`src/rtl/div_pkg.sv`:
```
// div_pkg: shared state encoding and constants for the restoring divider
package div_pkg;
    typedef enum logic [1:0] {IDLE, BUSY, DONE} state_e;
    localparam int DIV_CYCLES = 32;
    localparam logic [31:0] DIV_ZERO_LO = 32'hFFFFFFFF;
endpackage

```
`src/rtl/div_unit_if.sv`:
```
// div_unit_if: E-stage divide request/response bundle between pipeline and divider
interface div_unit_if #(parameter int WIDTH = 32);
    logic               div_en;
    logic               signed_div;
    logic [WIDTH-1:0]   opa;
    logic [WIDTH-1:0]   opb;
    logic               hold;
    logic               flush;
    logic               stall_divE;
    logic               div_valid;
    logic [2*WIDTH-1:0] div_result;
    modport master (
        output div_en, signed_div, opa, opb, hold, flush,
        input  stall_divE, div_valid, div_result
    );
    modport slave (
        input  div_en, signed_div, opa, opb, hold, flush,
        output stall_divE, div_valid, div_result
    );
endinterface

```
`src/rtl/div_step.sv`:
```
// div_step: one combinational restoring iteration (shift {rem,quo} left, trial-subtract divisor)
module div_step #(parameter int WIDTH = 32) (
    input  logic [WIDTH-1:0] rem_i,
    input  logic [WIDTH-1:0] quo_i,
    input  logic [WIDTH-1:0] dvs_i,
    output logic [WIDTH-1:0] rem_o,
    output logic [WIDTH-1:0] quo_o
);
    logic [WIDTH:0]   shifted;
    logic [WIDTH+1:0] diff;
    logic             borrow;
    logic             unused_top;
    assign shifted    = {rem_i, quo_i[WIDTH-1]};
    assign diff       = {1'b0, shifted} - {2'b00, dvs_i};
    assign borrow     = diff[WIDTH+1];
    // the top bits are zero whenever their half of the mux is selected
    assign unused_top = shifted[WIDTH] ^ diff[WIDTH];
    assign rem_o      = borrow ? shifted[WIDTH-1:0] : diff[WIDTH-1:0];
    assign quo_o      = {quo_i[WIDTH-2:0], ~borrow};
endmodule

```
`src/rtl/div_unit.sv`:
```
// div_unit: multi-cycle radix-2 restoring DIV/DIVU; `DIV_SHORTCUT_EN enables the early-out for trivial quotients
module div_unit
    import div_pkg::*;
#(
    parameter int WIDTH = 32
) (
    input logic         clk,
    input logic         resetn,
    div_unit_if.slave   bus
);
    localparam int CW = $clog2(DIV_CYCLES) + 1;

    state_e             state_q, state_d;
    logic [WIDTH-1:0]   rem_q, rem_d, quo_q, quo_d, dvs_q, dvs_d, opa_q, opa_d;
    logic               sq_q, sq_d, sr_q, sr_d, zero_q, zero_d;
    logic [CW-1:0]      cnt_q, cnt_d;
    logic [2*WIDTH-1:0] res_q, res_d;
    logic [WIDTH-1:0]   rem_n, quo_n, abs_a, abs_b, q_fix, r_fix, zero_lo;
    logic               sa, sb, start, short_cut, opb_zero;

    div_step #(.WIDTH(WIDTH)) u_step (
        .rem_i (rem_q),
        .quo_i (quo_q),
        .dvs_i (dvs_q),
        .rem_o (rem_n),
        .quo_o (quo_n)
    );

    assign sa       = bus.signed_div & bus.opa[WIDTH-1];
    assign sb       = bus.signed_div & bus.opb[WIDTH-1];
    assign abs_a    = sa ? -bus.opa : bus.opa;
    assign abs_b    = sb ? -bus.opb : bus.opb;
    assign opb_zero = bus.opb == '0;
    assign start    = bus.div_en & ~bus.flush;
    assign q_fix    = sq_q ? -quo_n : quo_n;
    assign r_fix    = sr_q ? -rem_n : rem_n;
    assign zero_lo  = WIDTH'(DIV_ZERO_LO);

`ifdef DIV_SHORTCUT_EN
    assign short_cut = opb_zero | (abs_a < abs_b);
`else
    assign short_cut = 1'b0;
`endif

    // state and datapath registers; async reset clears the result so outputs drop at once
    always_ff @(posedge clk or negedge resetn) begin
        if (!resetn) begin
            state_q <= IDLE;
            rem_q   <= '0;
            quo_q   <= '0;
            dvs_q   <= '0;
            opa_q   <= '0;
            sq_q    <= 1'b0;
            sr_q    <= 1'b0;
            zero_q  <= 1'b0;
            cnt_q   <= '0;
            res_q   <= '0;
        end else begin
            state_q <= state_d;
            rem_q   <= rem_d;
            quo_q   <= quo_d;
            dvs_q   <= dvs_d;
            opa_q   <= opa_d;
            sq_q    <= sq_d;
            sr_q    <= sr_d;
            zero_q  <= zero_d;
            cnt_q   <= cnt_d;
            res_q   <= res_d;
        end
    end

    // next-state: latch |operands| at start, iterate DIV_CYCLES times, sign-fix into the result
    always_comb begin
        state_d = state_q;
        rem_d   = rem_q;
        quo_d   = quo_q;
        dvs_d   = dvs_q;
        opa_d   = opa_q;
        sq_d    = sq_q;
        sr_d    = sr_q;
        zero_d  = zero_q;
        cnt_d   = cnt_q;
        res_d   = res_q;
        if (bus.flush) begin
            state_d = IDLE;
        end else begin
            case (state_q)
                IDLE: if (bus.div_en) begin
                    rem_d   = '0;
                    quo_d   = abs_a;
                    dvs_d   = abs_b;
                    opa_d   = bus.opa;
                    sq_d    = sa ^ sb;
                    sr_d    = sa;
                    zero_d  = opb_zero;
                    cnt_d   = '0;
                    state_d = short_cut ? DONE : BUSY;
                    if (short_cut)
                        res_d = opb_zero ? {bus.opa, zero_lo} : {bus.opa, {WIDTH{1'b0}}};
                end
                BUSY: begin
                    rem_d = rem_n;
                    quo_d = quo_n;
                    cnt_d = cnt_q + 1'b1;
                    if (cnt_q == CW'(DIV_CYCLES - 1)) begin
                        // signed divide-by-zero would otherwise negate the all-ones quotient
                        res_d   = zero_q ? {opa_q, zero_lo} : {r_fix, q_fix};
                        state_d = DONE;
                    end
                end
                DONE: if (!bus.hold) state_d = IDLE;
                default: state_d = IDLE;
            endcase
        end
    end

    assign bus.stall_divE = resetn & start & (state_q != DONE);
    assign bus.div_valid  = state_q == DONE;
    assign bus.div_result = res_q;
endmodule

```
`src/flat_wrapper.sv`:
```
// flat-port wrapper written by rule: the top's interface ports become plain ports
module div_unit_flat import div_pkg::*;
#(
    parameter int WIDTH = 32
)
  (clk, resetn, bus_div_en, bus_signed_div, bus_opa, bus_opb, bus_hold, bus_flush, bus_stall_divE, bus_div_valid, bus_div_result);
  div_unit_if #(.WIDTH(WIDTH)) bus_i ();
  input logic clk;
  input logic resetn;
  input wire logic [$bits(bus_i.div_en)-1:0] bus_div_en;
  input wire logic [$bits(bus_i.signed_div)-1:0] bus_signed_div;
  input wire logic [$bits(bus_i.opa)-1:0] bus_opa;
  input wire logic [$bits(bus_i.opb)-1:0] bus_opb;
  input wire logic [$bits(bus_i.hold)-1:0] bus_hold;
  input wire logic [$bits(bus_i.flush)-1:0] bus_flush;
  output wire logic [$bits(bus_i.stall_divE)-1:0] bus_stall_divE;
  output wire logic [$bits(bus_i.div_valid)-1:0] bus_div_valid;
  output wire logic [$bits(bus_i.div_result)-1:0] bus_div_result;
  assign bus_i.div_en = bus_div_en;
  assign bus_i.signed_div = bus_signed_div;
  assign bus_i.opa = bus_opa;
  assign bus_i.opb = bus_opb;
  assign bus_i.hold = bus_hold;
  assign bus_i.flush = bus_flush;
  assign bus_stall_divE = bus_i.stall_divE;
  assign bus_div_valid = bus_i.div_valid;
  assign bus_div_result = bus_i.div_result;
  div_unit #(.WIDTH(WIDTH)) u_core (.clk(clk), .resetn(resetn), .bus(bus_i));
endmodule
```
`config.mk`:
```
export PLATFORM = sky130hd
export DESIGN_NAME = div_unit_flat
export DESIGN_NICKNAME = d
export VERILOG_FILES = /design/src/rtl/div_pkg.sv /design/src/rtl/div_unit_if.sv /design/src/rtl/div_step.sv /design/src/rtl/div_unit.sv /design/src/flat_wrapper.sv
export SDC_FILE = /design/constraint.sdc
export NUM_CORES = 1
export LEC_CHECK = 0
export BUFFER_PORTS_ARGS = -buffer_cell sky130_fd_sc_hd__buf_2
export CAP_MARGIN = 20
export CORE_UTILIZATION = 54
export DETAILED_ROUTE_END_ITERATION = 8
export PLACE_DENSITY_LB_ADDON = 0.08
export SLEW_MARGIN = 20
export SYNTH_ARGS = -nofsm -noshare
export SYNTH_HDL_FRONTEND = slang
export SYNTH_SLANG_ARGS = --single-unit
```
`constraint.sdc`:
```
create_clock -name clk -period 5.46 [get_ports clk]
set_clock_uncertainty 0.05 [all_clocks]
set_input_delay 0.819 -clock clk [delete_from_list [all_inputs] [get_ports clk]]
set_output_delay 0.819 -clock clk [all_outputs]
set_load 0.01 [all_outputs]
```
## Word level (Yosys, flattened, before mapping)

Index checks and enable logic that the tools add are counted.

- Register bits: 203
- Bits of input ports: 70
- Output and inout bits: 66
- Word-level logic and storage cells: 56

- $add $sub $neg: 6
- Equality and inequality tests: 8
- Mux-type cells: 17
- Bitwise operators: 8
- Reduce and logical (&&, ||, !) cells: 7

Operators by type and width:

| operator | number |
|---|---|
| $mux W32 | 7 |
| $neg A32 Y32 | 4 |
| $pmux W32 S2 | 2 |
| $mux W64 | 1 |
| $sub A33 B32 Y34 | 1 |
| $logic_not A32 Y1 | 1 |
| $pmux W6 S2 | 1 |
| $reduce_and A3 Y1 | 4 |
| $mux W2 | 4 |
| $add A6 B1 Y6 const B | 1 |
| $eq A6 B5 Y1 const B | 1 |
| $mux W6 | 1 |
| $ne A3 B3 Y1 const B | 2 |
| $pmux W2 S3 | 1 |
| $and A1 B1 Y1 | 5 |
| $ne A2 B2 Y1 const B | 2 |
| $ne A3 B2 Y1 const B | 1 |
| $eq A2 B1 Y1 const B | 1 |
| $eq A2 B2 Y1 const B | 1 |
| $logic_not A2 Y1 | 1 |
| $not A1 Y1 | 2 |
| $reduce_bool A2 Y1 | 1 |
| $xor A1 B1 Y1 | 1 |

## Logic depth before layout (Yosys ltp)

Gate-level depths: netlist (run 1).

- Depth after elaboration: 5
- Depth in mapped cells: 23
- Depth with buffers taken out: 18

## Modules after synthesis

Synthesis (run 1) repeated with hierarchy kept, for this count alone.

- Cell total of the unflattened synthesis: 1,563
- Area total of the unflattened synthesis: 13,060.0 um2

Modules (own cells, without submodules):

| module | instances | cells each | area each (um2) | seq. area each (um2) |
|---|---|---|---|---|
| div_unit | 1 | 1,160 | 10,453.8 | 5,079.9 |
| div_step | 1 | 403 | 2,606.2 | 0.0 |

## Least setup slack after synthesis (run 1)

No wires, ideal clock.

- Path type: register -> register
- From: reg u_core.rem_q[9]
- To: reg u_core.res_q[56] (netlist: u_core.bus.div_result[56])
- Library setup time: 0.127 ns
- Arrival time: 5.233 ns
- Data required time: 5.283 ns
- Slack: 0.050 ns
- Stages on the path, launching flop included: 23
- Buffers on the path: 5
- Period minus slack after synthesis: 5.410 ns
- Cells stage by stage: dfrtp_1 > ha_1 > buf_2 > and4_1 > nand4_2 > o221a_2 > a31oi_4 > or2_1 > buf_4 > buf_2 > buf_1 > clkbuf_1 > nand2_1 > o21ai_0 > ha_1 > or4b_2 > nor4b_1 > a31oi_1 > nor3_1 > nor4bb_1 > a21oi_1 > mux2i_1 > nand3_1

- Longest elaborated chain between the ends: 5

RTL lines:

| what | RTL line | source |
|---|---|---|
| from (decl) | div_unit.sv:14 | `logic [WIDTH-1:0] rem_q, rem_d, quo_q, quo_d, dvs_q, dvs_d, opa_q, opa_d;` |
| from (signal assigned) | div_unit.sv:60 | `rem_q <= rem_d;` |
| $sub A33 B32 Y34 | div_step.sv:14 | `assign diff = {1'b0, shifted} - {2'b00, dvs_i};` |
| $mux W32 (*) | div_step.sv:18 | `assign rem_o = borrow ? shifted[WIDTH-1:0] : diff[WIDTH-1:0];` |
| $neg A32 Y32 | div_unit.sv:36 | `assign r_fix = sr_q ? -rem_n : rem_n;` |
| $mux W32 (*) | div_unit.sv:36 |  |
| $mux W64 (*) | div_unit.sv:107 | `res_d = zero_q ? {opa_q, zero_lo} : {r_fix, q_fix};` |
| to (signal assigned) | div_unit.sv:68 | `res_q <= res_d;` |
| to (decl) | div_unit.sv:17 | `logic [2*WIDTH-1:0] res_q, res_d;` |

Every way passes the cells marked *; elsewhere a longest branch is shown, timed or not.
A chain may end at the register's enable or synchronous reset.

## Worst setup path after layout (run 1)

- From: reg u_core.rem_q[5]
- To: reg u_core.res_q[62] (netlist: u_core.bus.div_result[62])

The elaborated chain is that of the path after synthesis.

==> run summary, run 1 <==
crit path time final: 5130 ps
sequential area share after synthesis: 38.4%
max-slew violations: 0
top-count cell post-synth: nand2_1
crit-path max cell delay: 640 ps
period utilization: 93.9%
leading post-synthesis cells by cell area: dfrtp_1 38%, nand2_1 7.8%, o21ai_0 7.1%
setup bufs post-CTS: 0
crit-path max FO: 8
Post-Syn Nets: 1709
Reg clk slew, reported paths: 60 ps
share of layout cells above drive strength 1: 13.6%
Top Ports: 136
vias in the first global route: 11434
Die X: 159 um
CTS Sinks: 203
critical-path cell list: ha_1, a21oi_1, o21a_1, o221a_2, a31oi_4, or2_2, o21ai_0, ha_1, or4b_2, nor4b_1, a31oi_1, nor3_2, nand4bb_1, nor3_1, nor4_1, a311oi_1
stages on the worst setup path: 16
diode count: 0
initial antenna violation count: 0
Top delay family on crit path: simple AND/OR/NAND/NOR gates
Post-Syn Area: 13200 um^2
number of synthesis warnings: 0
Post-synth top flop: dfrtp_1
Netlist cell types: 91
worst skew pair latency: 550 ps
Post-synth EDFFs: 0
grt total ovfl: 0
DRC viols: 0
final hold viol count: 0
WL/cell: 20.4 um
worst setup path category: flip-flop to flip-flop
largest net degree at the start of global routing: 154
status: completed
first-pass GRT wire length: 64.2 mm
syn avg cell area: 8.27 um^2
Worst Max-Slew Pin Slew: 1050 ps
RSZ-0062 raised after global routing: false
CTS root buf: clkbuf_16
maximum clock rate: 0.195 GHz
via count: 12415
area leader, netlist: dfrtp_1
commonest cells in the netlist: 275 x nand2_1, 203 x dfrtp_1, 187 x o21ai_0
slowest CP cell: or4b_2
crit end category: flip-flop
CP most frequent cell: ha_1
core area: 23800 um^2
Power Dens Cells: 560 nW/um^2
CTS tree: done
Vias/cell: 6.10
initial core utilization: 55.7%
# setup viols final: 0
die height: 159 um
total wire length: 41.4 mm
Critical Path RT: 5860 ps
final net count: 1809
fin cells: 2036
Post-DP HPWL: 30.5 mm
Hold WC Path Type: input pin to asynchronous set/reset pin
Site Rows: 56
TritonCTS Buffers: 25
Async SR Flop Fraction: 100%
die area: 25100 um^2
CP bufs+invs: 0
Tot GR Track Use: 33.3%
Placed Cells: 1993
max_slew headroom: 30.1%
critical path launch point type: flip-flop
Synth top area share: 38.4%
Setup TNS Final: 0 ps
Yosys reg bits: 203
H-tree levels: 1
IO Port Bufs: 135
RD Place Congestion: 0.933
DRT antenna net count: 0
Worst VDD drop: 374 uV
Post-Synthesis Cells: 1601
First DRT Iteration DRCs: 1139
P&R area growth vs syn: 13.5%
Longest Clk Path Bufs: 3
fillers: 2106
Worst Hold Slack: 184 ps
R2R cell count: 16
LEAKAGE: 6.92 nW
max_cap viols: 0
Pre-antenna DRT Iters: 5
Worst Path Arrival: 5530 ps
[registers in the layout (all words and copies together) (netlist names)]
signal and count:
u_core.quo_q 32, u_core.opa_q 32, u_core.sq_q 1, u_core.bus.div_result 64
u_core.sr_q 1, u_core.rem_q 32, u_core.cnt_q 6, u_core.dvs_q 32
u_core.zero_q 1, u_core.state_q 2
[power breakdown]
group	total (mW)	internal [mW]	switching, mW	leakage [nW]
Clock	1.67	0.996	0.678	0.407
Sequential	2.01	1.74	0.276	2.67
Combinational	4.73	1.69	3.04	3.84
Total	8.42	4.42	4.00	6.92
[worst reg2reg max path, cell delays in order, from the launching register on]
cell and delay, ps:
dfrtp_1 430, ha_1 410, a21oi_1 320, o21a_1 240
o221a_2 250, a31oi_4 140, or2_2 370, o21ai_0 270
ha_1 290, or4b_2 640, nor4b_1 400, a31oi_1 180
nor3_2 230, nand4bb_1 190, nor3_1 310, nor4_1 90
a311oi_1 250
[cells by family (layout without fill, tap and decap cells)]
family | after synthesis | count (layout) | share of synthesized area (%)
simple gates | 568 | 568 | 19.8
compound gates | 484 | 484 | 22.9
flops | 203 | 203 | 38.4
buf+inv | 148 | 264 | 4.40
xor+xnor | 128 | 128 | 8.47
fa+ha+maj | 38 | 38 | 3.65
mux | 32 | 32 | 2.45
[timing repair]
| action | CTS | global route |
|---|---|---|
| endpoints found under the hold margin | 0 | 0 |
| hold buffers | 0 | 0 |
| gates resized for setup | 0 | 2 |
| endpoints found under the setup margin | 0 | 2 |
[through the flow]
stage / instance area (um^2) / setup slack [ps] / power [mW] / utilization, %
floorplan: 13200 / 50.5 / 5.20 / -
global placement: 14200 / 532 / 6.58 / 59.7
detailed placement: 14200 / 344 / 6.60 / 59.7
CTS: 15000 / 324 / 8.31 / 63.2
global route: 15000 / 34.1 / 8.93 / 63.3
finish: 15000 / 332 / 8.42 / 63.3
[metal layers]
metal | vias up | part of all wire [%] | track usage [%]
met5 | - | 0 | 0
met4 | 0 | 2.6 | 9.75
met3 | 74 | 7.1 | 5.04
met2 | 482 | 42 | 48.5
met1 | 5948 | 48 | 50.5
li1 | 5911 | - | -
[area by class of cell]
class / count / area (um^2) / area share, %
sequential: 203 / 5080 / 33.8
timing repair buffer: 159 / 877 / 5.84
clock inverter: 5 / 65.1 / 0.433
clock buffer: 38 / 754 / 5.02
multi-input combinational: 1250 / 7620 / 50.7
tap: 319 / 399 / 2.66
inverter: 62 / 233 / 1.55
[path summary, 6_finish.rpt]
path / start / endpoint / slack, ps
max: u_core.rem_q[5]$_DFFE_PN0P_ / u_core.bus.div_result[62]$_DFFE_PN0P_ / 330
min: resetn / u_core.rem_q[14]$_DFFE_PN0P_ / 180
max reg2reg: u_core.rem_q[5]$_DFFE_PN0P_ / u_core.bus.div_result[62]$_DFFE_PN0P_ / 330
min reg2reg: u_core.bus.div_result[59]$_DFFE_PN0P_ / u_core.bus.div_result[59]$_DFFE_PN0P_ / 420
max in group asynchronous: resetn / u_core.dvs_q[16]$_DFFE_PN0P_ / 3880
min in group clk: u_core.bus.div_result[59]$_DFFE_PN0P_ / u_core.bus.div_result[59]$_DFFE_PN0P_ / 420
[cell usage in the layout (no fill, tap or decap), drive strengths merged, types with 22 or more instances in the layout]
cell    instances
xor2           74
ha             37
o31ai          28
nand2         275
a22oi          32
mux2i          29
a31oi          23
buf           158
nor2          108
clkbuf         39
a21oi         111
inv            63
dfrtp         203
or3            26
nor3           38
xnor2          54
nor4           22
o21ai         193
Power figures use the tool's default switching activity.
==> run 2: changes to the inputs <==
- CELL_PAD_IN_SITES_DETAIL_PLACEMENT: unset -> 0
- CELL_PAD_IN_SITES_GLOBAL_PLACEMENT: unset -> 1
- CORE_UTILIZATION: 54 -> 41
==> run summary, run 2 (same netlist as run 1, synthesis figures left out) <==
status: completed
diode count: 0 (unchanged)
fin area: 15200 um^2 (+1.4%)
RD Place Congestion: 0.913 (-2.1%)
Pre-antenna DRT Iters: 7 (+2)
switching share of power: 46.2% (-1.2 points)
Power Dens Cells: 547 nW/um^2 (-2.4%)
Worst Max-Slew Pin Slew: 1000 ps (-44.5 ps)
switching pwr: 3.85 mW (-3.6%)
met2 usage: 39.3% (-9.3 points)
crit path time final: 5090 ps (-33.0 ps)
Worst VDD drop: 356 uV (-5.0%)
share of layout cells above drive strength 1: 14.4% (+0.79 points)
Critical Path RT: 5840 ps (-20 ps)
crit end category: flip-flop
final net count: 1816 (+0.39%)
Vias/cell: 5.65 (-7.3%)
Setup TNS Final: 0 ps (unchanged)
critical-path cell list: ha_2, and4_1, nand4_2, o221a_2, a31oi_4, or2_4, nand2_1, o21ai_0, ha_1, or4b_2, nor4b_2, a31oi_1, nor3_2, nand4bb_1, nor3_1, nor4_1, a311oi_1
First DRT Iteration DRCs: 885 (-22%)
Tot GR Track Use: 25.5% (-7.8 points)
CTS Sinks: 203 (unchanged)
Total Power: 8.34 mW (-0.99%)
first-pass GRT wire length: 66.8 mm (+4.0%)
max_cap viols: 0 (unchanged)
vias in the first global route: 11641 (+1.8%)
met1 Track Usage GR: 37.8% (-13 points)
DRC viols: 0 (unchanged)
max FFs per register: 64 (unchanged)
grt total ovfl: 0 (unchanged)
worst setup path category: flip-flop to flip-flop
max-slew violations: 0 (unchanged)
total wire length: 41.6 mm (+0.36%)
final hold viol count: 0 (unchanged)
Placed Instance Area: 14300 um^2 (+1.1%)
register share of total power: 24.0% (about the same)
die height: 182 um (+15%)
worst skew pair latency: 540 ps (about the same)
Top delay family on crit path: simple AND/OR/NAND/NOR gates
WL/cell: 19.5 um (-4.0%)
# setup viols final: 0 (unchanged)
initial antenna violation count: 0 (unchanged)
DRT antenna net count: 0 (unchanged)
Hold WC Path Type: input pin to asynchronous set/reset pin
Comb pwr share: 55.5% (-0.7 points)
maximum clock rate: 0.196 GHz (+0.65%)
Top Ports: 136 (unchanged)
H-tree levels: 1 (unchanged)
Core Util, Final: 48.2% (-15 points)
IO Port Bufs: 135 (unchanged)
RSZ-0062 raised after global routing: false
clock share of power: 20.5% (+0.6 points)
LEAKAGE: 6.97 nW (+0.75%)
CTS root buf: clkbuf_16
cts hold-fix bufs: 0 (unchanged)
initial core utilization: 41.8% (-14 points)
Site Rows: 65 (+16%)
largest net degree at the start of global routing: 99 (-36%)
flop2flop setup slack: 370 ps (+30 ps)
Post-DP HPWL: 31.1 mm (+1.9%)
period utilization: 93.3% (-0.60 points)
max_slew headroom: 33.1% (+3.0 points)
met3 Track Usage GR: 3.31% (-1.7 points)
slowest CP cell: or4b_2
via count: 12033 (-3.1%)
commonest non-fill, non-tap cell in the layout: nand2_1
crit-path max cell delay: 620 ps (-20 ps)
crit-path max FO: 9 (+1)
Die X: 182 um (+15%)
P&R area growth vs syn: 15.1%
Longest Clk Path Bufs: 3 (unchanged)
CTS tree: done
most frequent cells in the layout: 274 x nand2_1, 203 x dfrtp_1, 187 x o21ai_0, 134 x buf_2, 110 x a21oi_1
critical path launch point type: flip-flop
CP bufs+invs: 0 (unchanged)
dpl ws: 224 ps (-121 ps)
TritonCTS Buffers: 26 (+4.0%)
die area: 33000 um^2 (+31%)
Reg clk slew, reported paths: 60 ps (about the same)
core area: 31600 um^2 (+33%)
total internal power: 4.48 mW (+1.4%)
final worst slack: 365 ps (+33.0 ps)
busiest grt layer: met2
Worst Path Arrival: 5470 ps (-60 ps)
==> run 2: cell types whose count changed in the layout (fill, tap and decap cells not counted), moves of 2 or more <==
cell / previous run / this run
clkbuf_8: 9 / 11
clkinv_2: 3 / 6
clkinvlp_4: 0 / 2
buf_4: 23 / 29
clkbuf_1: 5 / 2
clkbuf_16: 25 / 27
==> run 2: repair_timing <==
action	CTS	global route
buffers inserted	0	0
endpoints found under the setup margin	0	7
gates resized for setup	0	5
==> run 2: metrics by stage <==
stage / instances / hold WS [ps]
final: 2129 / 237
after global routing: 2129 / 275
after CTS: 2129 / 250
after detailed placement: 2082 / 403
after global placement: 2082 / 397
after floorplan: 1601 / 388
==> run 2: layout make-up <==
type                    count  area (um^2)
flip-flops and latches    203         5080
fillers                  3210        16400
clock buffers              39          821
inverters                  62          233
clock inverters             8         45.0
repair buffers            165          922
multi-input cells        1250         7630
well taps                 402          503
==> run 2: worst paths after layout <==
kind	start	to	cells after the start
max in group asynchronous	resetn	u_core.quo_q[9]$_DFFE_PN0P_	3
min in group clk	u_core.bus.div_result[59]$_DFFE_PN0P_	u_core.bus.div_result[59]$_DFFE_PN0P_	2
max	u_core.rem_q[9]$_DFFE_PN0P_	u_core.bus.div_result[62]$_DFFE_PN0P_	17
max reg2reg	u_core.rem_q[9]$_DFFE_PN0P_	u_core.bus.div_result[62]$_DFFE_PN0P_	17
min	resetn	u_core.dvs_q[30]$_DFFE_PN0P_	1
min reg2reg	u_core.bus.div_result[59]$_DFFE_PN0P_	u_core.bus.div_result[59]$_DFFE_PN0P_	2
==> run 2: per-layer routing <==
layer	routed length, um	share of wire (%)
met5	0	0
met4	938	2.3
met2	18500	44
met3	1870	4.5
met1	20300	49
==> run 2: power groups by stage <==
| stage | registers, mW | logic (mW) | clock network (mW) |
|---|---|---|---|
| 3_3_place_gp | 2.01 | 4.55 | 0 |
| 6_report | 2.00 | 4.63 | 1.71 |
| 3_5_place_dp | 2.02 | 4.55 | 0 |
| 4_1_cts | 2.00 | 4.57 | 1.75 |
| 2_1_floorplan | 1.93 | 3.28 | 0 |
| 5_1_grt | 2.04 | 5.13 | 1.81 |
